### src/rtl/ulpi_phy_pkg.sv
// rtl/ulpi_phy_pkg.sv - shared types and constants for the ULPI PHY responder
// Purpose: TX CMD codes, register addresses and reset values, RX CMD field
//   offsets, FSM state encoding and small helpers used by the responder and
//   its register file.
// Ports: none (package).
package ulpi_phy_pkg;

  // TX CMD decode of data[7:6] while the link owns the bus
  typedef enum logic [1:0] {
    TX_CMD_NOOP     = 2'b00,
    TX_CMD_TRANSMIT = 2'b01,
    TX_CMD_REGW     = 2'b10,
    TX_CMD_REGR     = 2'b11
  } tx_cmd_t;

  // Register map; each writable register has set (+1) and clear (+2) aliases
  localparam logic [5:0] ADDR_VID_LO    = 6'h00;
  localparam logic [5:0] ADDR_VID_HI    = 6'h01;
  localparam logic [5:0] ADDR_PID_LO    = 6'h02;
  localparam logic [5:0] ADDR_PID_HI    = 6'h03;
  localparam logic [5:0] ADDR_FUNC_CTRL = 6'h04;
  localparam logic [5:0] ADDR_IFC_CTRL  = 6'h07;
  localparam logic [5:0] ADDR_OTG_CTRL  = 6'h0A;
  localparam logic [5:0] ADDR_SCRATCH   = 6'h16;

  localparam logic [7:0] FUNC_CTRL_RST = 8'h41;
  localparam logic [7:0] IFC_CTRL_RST  = 8'h00;
  localparam logic [7:0] OTG_CTRL_RST  = 8'h06;
  localparam logic [7:0] SCRATCH_RST   = 8'h00;

  // RX CMD layout: [1:0] LineState, [3:2] VbusState, [5:4] RxEvent, [7:6] ID/int
  localparam int RXCMD_LINESTATE_LSB = 0;
  localparam int RXCMD_VBUS_LSB      = 2;
  localparam int RXCMD_EVENT_LSB     = 4;

  localparam logic [1:0] RX_EVENT_NONE   = 2'b00;
  localparam logic [1:0] RX_EVENT_ACTIVE = 2'b01;

  typedef enum logic [3:0] {
    IDLE,
    TX_DATA,
    TX_FLUSH,
    WR_DATA,
    WR_STP,
    RD_TURN,
    RD_DATA,
    RD_END,
    RX_TURN,
    RX_ACT,
    RX_END,
    RX_TURN2
  } state_t;

  function automatic logic [7:0] rxcmd(input logic [1:0] rx_event,
                                       input logic [1:0] linestate);
    logic [7:0] r;
    r = 8'h00;
    r[RXCMD_LINESTATE_LSB +: 2] = linestate;
    r[RXCMD_VBUS_LSB +: 2]      = 2'b00;
    r[RXCMD_EVENT_LSB +: 2]     = rx_event;
    return r;
  endfunction

  // op: 0 = plain write, 1 = set bits, 2 = clear bits
  function automatic logic [7:0] alias_update(input logic [7:0] cur,
                                              input logic [1:0] op,
                                              input logic [7:0] data);
    case (op)
      2'd0:    return data;
      2'd1:    return cur | data;
      2'd2:    return cur & ~data;
      default: return cur;
    endcase
  endfunction

endpackage

### src/rtl/ulpi_phy_regs.sv
// rtl/ulpi_phy_regs.sv - ULPI PHY register file with ID constants
// Purpose: ID registers 0x00-0x03 always readable. With ULPI_PHY_REGMAP_EN
//   defined, Function Ctrl 0x04, Interface Ctrl 0x07, OTG Ctrl 0x0A and
//   Scratch 0x16 are writable through write/set/clear aliases. Without it,
//   writes are dropped and func_ctrl is the constant reset value.
// Ports:
//   clock, areset_n      clock, async active-low reset
//   wr_en/wr_addr/wr_data one-cycle register write
//   rd_addr/rd_data       combinational read (unmapped -> 8'h00)
//   func_ctrl             current Function Control value
module ulpi_phy_regs #(
  parameter logic [15:0] VENDOR_ID  = 16'h0424,
  parameter logic [15:0] PRODUCT_ID = 16'h0009
) (
  input  logic       clock,
  input  logic       areset_n,
  input  logic       wr_en,
  input  logic [5:0] wr_addr,
  input  logic [7:0] wr_data,
  input  logic [5:0] rd_addr,
  output logic [7:0] rd_data,
  output logic [7:0] func_ctrl
);
  import ulpi_phy_pkg::*;

  logic [7:0] id_data;

  always_comb begin
    id_data = 8'h00;
    case (rd_addr)
      ADDR_VID_LO: id_data = VENDOR_ID[7:0];
      ADDR_VID_HI: id_data = VENDOR_ID[15:8];
      ADDR_PID_LO: id_data = PRODUCT_ID[7:0];
      ADDR_PID_HI: id_data = PRODUCT_ID[15:8];
      default:     id_data = 8'h00;
    endcase
  end

`ifdef ULPI_PHY_REGMAP_EN
  logic [7:0] func_q;
  logic [7:0] ifc_q;
  logic [7:0] otg_q;
  logic [7:0] scr_q;

  function automatic logic hit(input logic [5:0] addr, input logic [5:0] base);
    return (addr >= base) && (addr <= base + 6'd2);
  endfunction

  function automatic logic [1:0] off(input logic [5:0] addr, input logic [5:0] base);
    logic [5:0] d;
    d = addr - base;
    return d[1:0];
  endfunction

  always_ff @(posedge clock or negedge areset_n) begin
    if (!areset_n) begin
      func_q <= FUNC_CTRL_RST;
      ifc_q  <= IFC_CTRL_RST;
      otg_q  <= OTG_CTRL_RST;
      scr_q  <= SCRATCH_RST;
    end else if (wr_en) begin
      if (hit(wr_addr, ADDR_FUNC_CTRL))
        func_q <= alias_update(func_q, off(wr_addr, ADDR_FUNC_CTRL), wr_data);
      if (hit(wr_addr, ADDR_IFC_CTRL))
        ifc_q <= alias_update(ifc_q, off(wr_addr, ADDR_IFC_CTRL), wr_data);
      if (hit(wr_addr, ADDR_OTG_CTRL))
        otg_q <= alias_update(otg_q, off(wr_addr, ADDR_OTG_CTRL), wr_data);
      if (hit(wr_addr, ADDR_SCRATCH))
        scr_q <= alias_update(scr_q, off(wr_addr, ADDR_SCRATCH), wr_data);
    end
  end

  // Reads at any alias return the underlying register
  always_comb begin
    rd_data = id_data;
    if (hit(rd_addr, ADDR_FUNC_CTRL)) rd_data = func_q;
    if (hit(rd_addr, ADDR_IFC_CTRL))  rd_data = ifc_q;
    if (hit(rd_addr, ADDR_OTG_CTRL))  rd_data = otg_q;
    if (hit(rd_addr, ADDR_SCRATCH))   rd_data = scr_q;
  end

  assign func_ctrl = func_q;
`else
  logic unused_wr;
  assign unused_wr = ^{clock, areset_n, wr_en, wr_addr, wr_data};
  assign rd_data   = id_data;
  assign func_ctrl = FUNC_CTRL_RST;
`endif

endmodule

### src/rtl/ulpi_phy_responder.sv
// rtl/ulpi_phy_responder.sv - PHY end of a ULPI bus for link-side benches
// Purpose: owns dir/nxt, forwards link TX packets to an AXI-S master,
//   turns host AXI-S packets into RX data/RX CMDs, services register
//   read/write. Optional writable register map: ULPI_PHY_REGMAP_EN.
// Ports:
//   clock, areset_n                  60 MHz ULPI clock, async active-low reset
//   ulpi_dir_o/ulpi_nxt_o/ulpi_stp_i ULPI control
//   ulpi_data_i/ulpi_data_o/ulpi_data_oe  ULPI data bus halves and PHY enable
//   linestate_i                      reported in RX CMD[1:0]
//   m_tdata/m_tvalid/m_tready/m_tlast  link->host packets
//   s_tdata/s_tvalid/s_tready/s_tlast  host->link packets
//   func_ctrl_o                      Function Control register
module ulpi_phy_responder #(
  parameter logic [15:0] VENDOR_ID  = 16'h0424,
  parameter logic [15:0] PRODUCT_ID = 16'h0009
) (
  input  logic       clock,
  input  logic       areset_n,
  output logic       ulpi_dir_o,
  output logic       ulpi_nxt_o,
  input  logic       ulpi_stp_i,
  input  logic [7:0] ulpi_data_i,
  output logic [7:0] ulpi_data_o,
  output logic       ulpi_data_oe,
  input  logic [1:0] linestate_i,
  output logic       m_tvalid,
  input  logic       m_tready,
  output logic       m_tlast,
  output logic [7:0] m_tdata,
  input  logic       s_tvalid,
  output logic       s_tready,
  input  logic       s_tlast,
  input  logic [7:0] s_tdata,
  output logic [7:0] func_ctrl_o
);
  import ulpi_phy_pkg::*;

  state_t     state_q, state_d;
  // High for the single cycle in which nxt acknowledges a REGW/REGR TX CMD
  logic       ack_q, ack_d;
  logic [5:0] addr_q;
  logic [7:0] wdata_q;
  logic [7:0] skid_q;
  logic       skid_full_q;
  logic       m_tvalid_q;
  logic       m_tlast_q;
  logic [7:0] m_tdata_q;

  logic       can_push;
  logic       cmd_latch;
  logic       tx_accept;
  logic       tx_push;
  logic       tx_push_last;
  logic       wr_capture;
  logic       reg_write;
  logic [7:0] rd_data;

  assign can_push = !m_tvalid_q || m_tready;

  ulpi_phy_regs #(
    .VENDOR_ID (VENDOR_ID),
    .PRODUCT_ID(PRODUCT_ID)
  ) u_regs (
    .clock    (clock),
    .areset_n (areset_n),
    .wr_en    (reg_write),
    .wr_addr  (addr_q),
    .wr_data  (wdata_q),
    .rd_addr  (addr_q),
    .rd_data  (rd_data),
    .func_ctrl(func_ctrl_o)
  );

  always_ff @(posedge clock or negedge areset_n) begin
    if (!areset_n) begin
      state_q <= IDLE;
      ack_q   <= 1'b0;
    end else begin
      state_q <= state_d;
      ack_q   <= ack_d;
    end
  end

  always_comb begin
    state_d      = state_q;
    ack_d        = 1'b0;
    ulpi_dir_o   = 1'b0;
    ulpi_nxt_o   = 1'b0;
    ulpi_data_oe = 1'b0;
    ulpi_data_o  = 8'h00;
    s_tready     = 1'b0;
    cmd_latch    = 1'b0;
    tx_accept    = 1'b0;
    tx_push      = 1'b0;
    tx_push_last = 1'b0;
    wr_capture   = 1'b0;
    reg_write    = 1'b0;

    case (state_q)
      IDLE: begin
        // Host data wins; a colliding link TX CMD is dropped and retried
        if (s_tvalid) begin
          state_d = RX_TURN;
        end else if (ulpi_data_i != 8'h00) begin
          cmd_latch = 1'b1;
          case (tx_cmd_t'(ulpi_data_i[7:6]))
            TX_CMD_TRANSMIT: state_d = TX_DATA;
            TX_CMD_REGW: begin
              state_d = WR_DATA;
              ack_d   = 1'b1;
            end
            TX_CMD_REGR: begin
              state_d = RD_TURN;
              ack_d   = 1'b1;
            end
            default: state_d = IDLE;
          endcase
        end
      end
      TX_DATA: begin
        // The TX CMD byte itself is the first byte accepted; one byte is
        // always held back so tlast can be attached when stp arrives.
        if (ulpi_stp_i) begin
          state_d = TX_FLUSH;
        end else begin
          ulpi_nxt_o = !skid_full_q || can_push;
          tx_accept  = ulpi_nxt_o;
          tx_push    = ulpi_nxt_o && skid_full_q;
        end
      end
      TX_FLUSH: begin
        if (!skid_full_q) begin
          state_d = IDLE;
        end else if (can_push) begin
          tx_push      = 1'b1;
          tx_push_last = 1'b1;
          state_d      = IDLE;
        end
      end
      WR_DATA: begin
        ulpi_nxt_o = 1'b1;
        if (!ack_q) begin
          wr_capture = 1'b1;
          state_d    = WR_STP;
        end
      end
      WR_STP: begin
        reg_write = ulpi_stp_i;
        state_d   = IDLE;
      end
      RD_TURN: begin
        if (ack_q) begin
          ulpi_nxt_o = 1'b1;
        end else begin
          ulpi_dir_o = 1'b1;
          state_d    = RD_DATA;
        end
      end
      RD_DATA: begin
        ulpi_dir_o   = 1'b1;
        ulpi_data_oe = 1'b1;
        ulpi_data_o  = rd_data;
        state_d      = RD_END;
      end
      RD_END: state_d = IDLE;
      RX_TURN: begin
        ulpi_dir_o = 1'b1;
        ulpi_nxt_o = 1'b1;
        state_d    = RX_ACT;
      end
      RX_ACT: begin
        ulpi_dir_o   = 1'b1;
        ulpi_data_oe = 1'b1;
        s_tready     = 1'b1;
        if (s_tvalid) begin
          ulpi_nxt_o  = 1'b1;
          ulpi_data_o = s_tdata;
          if (s_tlast) state_d = RX_END;
        end else begin
          ulpi_data_o = rxcmd(RX_EVENT_ACTIVE, linestate_i);
        end
      end
      RX_END: begin
        ulpi_dir_o   = 1'b1;
        ulpi_data_oe = 1'b1;
        ulpi_data_o  = rxcmd(RX_EVENT_NONE, linestate_i);
        state_d      = RX_TURN2;
      end
      RX_TURN2: state_d = IDLE;
      default:  state_d = IDLE;
    endcase
  end

  always_ff @(posedge clock or negedge areset_n) begin
    if (!areset_n) begin
      addr_q      <= 6'h00;
      wdata_q     <= 8'h00;
      skid_q      <= 8'h00;
      skid_full_q <= 1'b0;
      m_tvalid_q  <= 1'b0;
      m_tlast_q   <= 1'b0;
      m_tdata_q   <= 8'h00;
    end else begin
      if (cmd_latch) begin
        addr_q      <= ulpi_data_i[5:0];
        skid_full_q <= 1'b0;
      end
      if (tx_accept) begin
        skid_q      <= ulpi_data_i;
        skid_full_q <= 1'b1;
      end else if (tx_push_last) begin
        skid_full_q <= 1'b0;
      end
      if (tx_push) begin
        m_tvalid_q <= 1'b1;
        m_tdata_q  <= skid_q;
        m_tlast_q  <= tx_push_last;
      end else if (m_tready) begin
        m_tvalid_q <= 1'b0;
      end
      if (wr_capture) wdata_q <= ulpi_data_i;
    end
  end

  assign m_tvalid = m_tvalid_q;
  assign m_tlast  = m_tlast_q;
  assign m_tdata  = m_tdata_q;

endmodule

### config.mk
export PLATFORM = sky130hd
export DESIGN_NAME = ulpi_phy_responder
export DESIGN_NICKNAME = d
export VERILOG_FILES = /design/src/rtl/ulpi_phy_pkg.sv /design/src/rtl/ulpi_phy_regs.sv /design/src/rtl/ulpi_phy_responder.sv
export SDC_FILE = /design/constraint.sdc
export NUM_CORES = 1
export LEC_CHECK = 0
export ABC_CLOCK_PERIOD_IN_PS = 2000
export BUFFER_PORTS_ARGS = -buffer_cell sky130_fd_sc_hd__buf_2
export CORE_MARGIN = 2
export CORE_UTILIZATION = 35
export DETAILED_ROUTE_END_ITERATION = 10
export PLACE_DENSITY_LB_ADDON = 0.12
export SKIP_CTS_REPAIR_TIMING = 1
export SYNTH_ARGS = -nofsm -noshare
export SYNTH_HDL_FRONTEND = slang
export SYNTH_SLANG_ARGS = --single-unit
### constraint.sdc
create_clock -name clock -period 2 [get_ports clock]
set_input_delay 0.3 -clock clock [delete_from_list [all_inputs] [get_ports clock]]
set_output_delay 0.3 -clock clock [all_outputs]
set_load 0.05 [all_outputs]
==> results.sh <==
export IMPL_outcome="complete, but fails checks"
export IMPL_violations="negative setup slack"
export IMPL_hp_class="in -> async"
export IMPL_worstPathRequired_ps=1700
export IMPL_cts_clk_slew_worst_paths_ps=70
export IMPL_worstMarginPinSlew_ps=676
export IMPL_cts_tree="yes"
export IMPL_clkLatencyLatePin_ps=280
export IMPL_r2r_cells=4
export IMPL_p_total_uw=4000
export IMPL_drc=0
export IMPL_syn_area_per_cell_um2=10.7
export IMPL_relSlewSlack_pct=55.0
export IMPL_final_nets=238
export IMPL_p_clk_share_pct=19.1
export IMPL_fin_crit_sh_pct=100
export IMPL_clock_path_buffers=2
export IMPL_num_io_pins=54
export IMPL_criticalPathCategory="reg -> out"
export IMPL_synth_area_mm2=0.00166
export IMPL_syn_inst=156
export IMPL_cp_arrival_ps=1700
export IMPL_antenna_found_initial=0
export IMPL_drv_slew=0
export IMPL_cp_start_kind="flop"
export IMPL_cp_slowest_cell="dfrtp_1"
export IMPL_num_vias=1361
export IMPL_core_area_mm2=0.00466
export IMPL_row_count=25
export IMPL_p_leak_uw=0.00110
export IMPL_grt_pass1_wl_um=6440
export IMPL_ys_types=41
export IMPL_ys_ff_latch=30
export IMPL_cts_buffers=5
export IMPL_p_seq_share_pct=28.1
export IMPL_ys_warn_count=0
export IMPL_wire_per_inst_um=14.6
export IMPL_gp_congestion=0.887
export IMPL_crit_chain="nor4_2 > nand3_1 > or3b_4 > o21ai_2 > buf_6"
export IMPL_die_area_mm2=0.00532
export IMPL_root_buffer="clkbuf_8"
export IMPL_grt_max_degree=31
export IMPL_grt_use_total_pct=16.0
export IMPL_dieWidth_um=72.9
export IMPL_area_delta_synth_final_pct=35.7
export IMPL_timing_final_ws_setup_ps=-1.58
export IMPL_timing_fmax_ghz=0.500
export IMPL_final_cell_area_mm2=0.00226
export IMPL_irDropWorstVdd_uv=842
export IMPL_layout_drive_gt1_share_pct=52.1
export IMPL_dpl_instance_area_mm2=0.00200
export IMPL_path_max_fanout=2
export IMPL_fin_crit_ps=2000
export IMPL_final_setup_tns_ps=-1.58
export IMPL_n_antenna_cell=0
export IMPL_swShare_pct=42.6
export IMPL_place_hpwl_um=3010
export IMPL_clkSinkCount=30
export IMPL_via_per_inst=5.06
export IMPL_chipHeight_um=72.9
export IMPL_grt_pass1_vias=1331
export IMPL_wl_um=3940
export IMPL_p_comb_share_pct=52.8
export IMPL_crit_path_end_kind="output pin"
export IMPL_cellInternalPower_uw=2290
export IMPL_start_util_pct=35.7
export IMPL_drv_cap=0
export IMPL_hold_violations=0
export IMPL_ant_nets=0
export IMPL_grt_setup_unrepaired="yes"
export IMPL_powerDensity_mw_per_mm2=1770
export IMPL_finalSetupViolCount=1
export IMPL_cts_max_level=2
export IMPL_critPathMaxStageDelay_ps=400
export IMPL_dr_pass1_iters=4
export IMPL_synth_seq_area_share_pct=45.1
export IMPL_drt_initial_drc_count=49
export IMPL_place_ws_ps=46.4
export IMPL_finClkSkew_ps=9.05
export IMPL_numPortBuffers=45
export IMPL_grt_ovfl_total=0
export IMPL_p_sw_uw=1700
sequential cells by signal, summed over array words and instances (netlist names):
signal / cells
skid_full_q: 1
state_q: 4
m_tlast: 1
addr_q: 6
m_tdata: 8
ack_q: 1
m_tvalid: 1
skid_q: 8
synthesized netlist by cell type, drive strengths merged:
master / n / area [um^2]
a2111oi: 1 / 8.76
a211oi: 1 / 7.51
a21o: 1 / 7.51
a21oi: 10 / 50.1
a221oi: 1 / 8.76
a22o: 1 / 8.76
a22oi: 1 / 7.51
a2bb2oi: 2 / 17.5
and3: 3 / 18.8
and3b: 1 / 8.76
and4: 1 / 8.76
buf: 11 / 81.3
clkbuf: 4 / 15.0
conb: 2 / 7.51
dfrtp: 30 / 751
inv: 3 / 11.3
mux2: 22 / 270
mux2i: 4 / 40.0
nand2: 6 / 22.5
nand2b: 4 / 25.0
nand3: 6 / 30.0
nor2: 13 / 48.8
nor2b: 6 / 37.5
nor3: 1 / 5.00
nor4: 2 / 18.8
nor4b: 1 / 23.8
o21a: 2 / 15.0
o21ai: 7 / 35.0
o21bai: 2 / 18.8
o22a: 1 / 8.76
o22ai: 1 / 6.26
o31ai: 1 / 7.51
or2: 1 / 6.26
or3b: 1 / 8.76
or4: 1 / 7.51
xnor2: 1 / 8.76
routing by layer:
metal / vias up / wire length [um] / part of all wire (%) / GRT usage [%]
met4: 0 / 48 / 1.2 / 6.58
met3: 5 / 212 / 5.4 / 4.14
met2: 53 / 1840 / 47 / 24.1
li1: 664 / - / - / -
met1: 639 / 1840 / 47 / 21.8
met5: - / 0 / 0 / 0
worst max-delay path, delay by kind of cell (launching register included):
kind,cells,cell delay [ps]
simple gates,3,790
compound gates,1,70
buf+inv,1,170
flops,1,400
final timing paths:
check	from	to	slack [ps]
worst max-delay path	addr_q[4]	ulpi_data_o[0]	-2
worst min-delay path	areset_n	ack_q	50
worst max register to register	state_q[1]	m_tdata[6]	250
worst min register to register	m_tdata[0]	m_tdata[0]	500
max in group asynchronous	areset_n	state_q[0]	1470
min in group clock	ulpi_data_i[5]	addr_q[5]	270
area by class of cell:
cell class	count	area, um^2
Fill cell	444	2400
Multi-Input combinational cell	114	906
Sequential cell	30	753
Timing Repair Buffer	60	377
Clock buffer	6	82.6
Tap cell	54	67.6
Clock inverter	2	60.1
Inverter	3	11.3
cells by family (layout without fill, tap and decap cells):
logic type | Yosys count | after routing | synth area share, %
mux | 26 | 26 | 18.7
flops | 30 | 30 | 45.1
buf+inv | 18 | 71 | 6.47
compound gates | 32 | 32 | 12.5
simple gates | 47 | 47 | 16.3
other cells | 2 | 8 | 0.452
xor+xnor | 1 | 1 | 0.527
stage by stage:
step | util [%] | hold WS, ps | cells
6_report | 48.4 | 54.6 | 269
5_1_grt | 48.4 | 100 | 269
4_1_cts | 46.1 | 73.6 | 267
3_5_place_dp | 43.0 | 380 | 259
3_3_place_gp | 43.0 | 371 | 259
2_1_floorplan | - | 4.41 | 162
power by group through the flow:
| stage | clock network (uW) | logic, uW | registers (uW) |
|---|---|---|---|
| global route | 817 | 2270 | 1160 |
| global placement | 0 | 1980 | 1080 |
| CTS | 786 | 2020 | 1090 |
| finish | 763 | 2110 | 1120 |
| detailed placement | 0 | 2010 | 1100 |
| floorplan | 0 | 1240 | 1350 |
cells in the final DEF (no fill, tap or decap), types with 2 or more instances in the layout:
master | netlist | final
bufinv_16 | 0 | 2
conb_1 | 2 | 8
and3_1 | 3 | 3
nand2_1 | 6 | 6
buf_4 | 8 | 16
a2bb2oi_1 | 2 | 2
buf_6 | 1 | 5
nor4_2 | 1 | 2
nor2b_1 | 6 | 2
mux2_2 | 16 | 16
nand2b_4 | 0 | 2
o21a_1 | 2 | 2
o21ai_0 | 7 | 3
mux2i_1 | 4 | 4
o21ai_2 | 0 | 3
nor2b_2 | 0 | 4
clkbuf_4 | 0 | 2
mux2_4 | 6 | 6
buf_2 | 2 | 37
inv_1 | 3 | 3
dfrtp_1 | 30 | 28
nand3_1 | 6 | 5
nand2b_1 | 4 | 2
nor2_1 | 13 | 11
dfrtp_2 | 0 | 2
a21oi_1 | 10 | 10
clkbuf_8 | 0 | 6
Note: power is estimated with default switching activity, not from simulation.
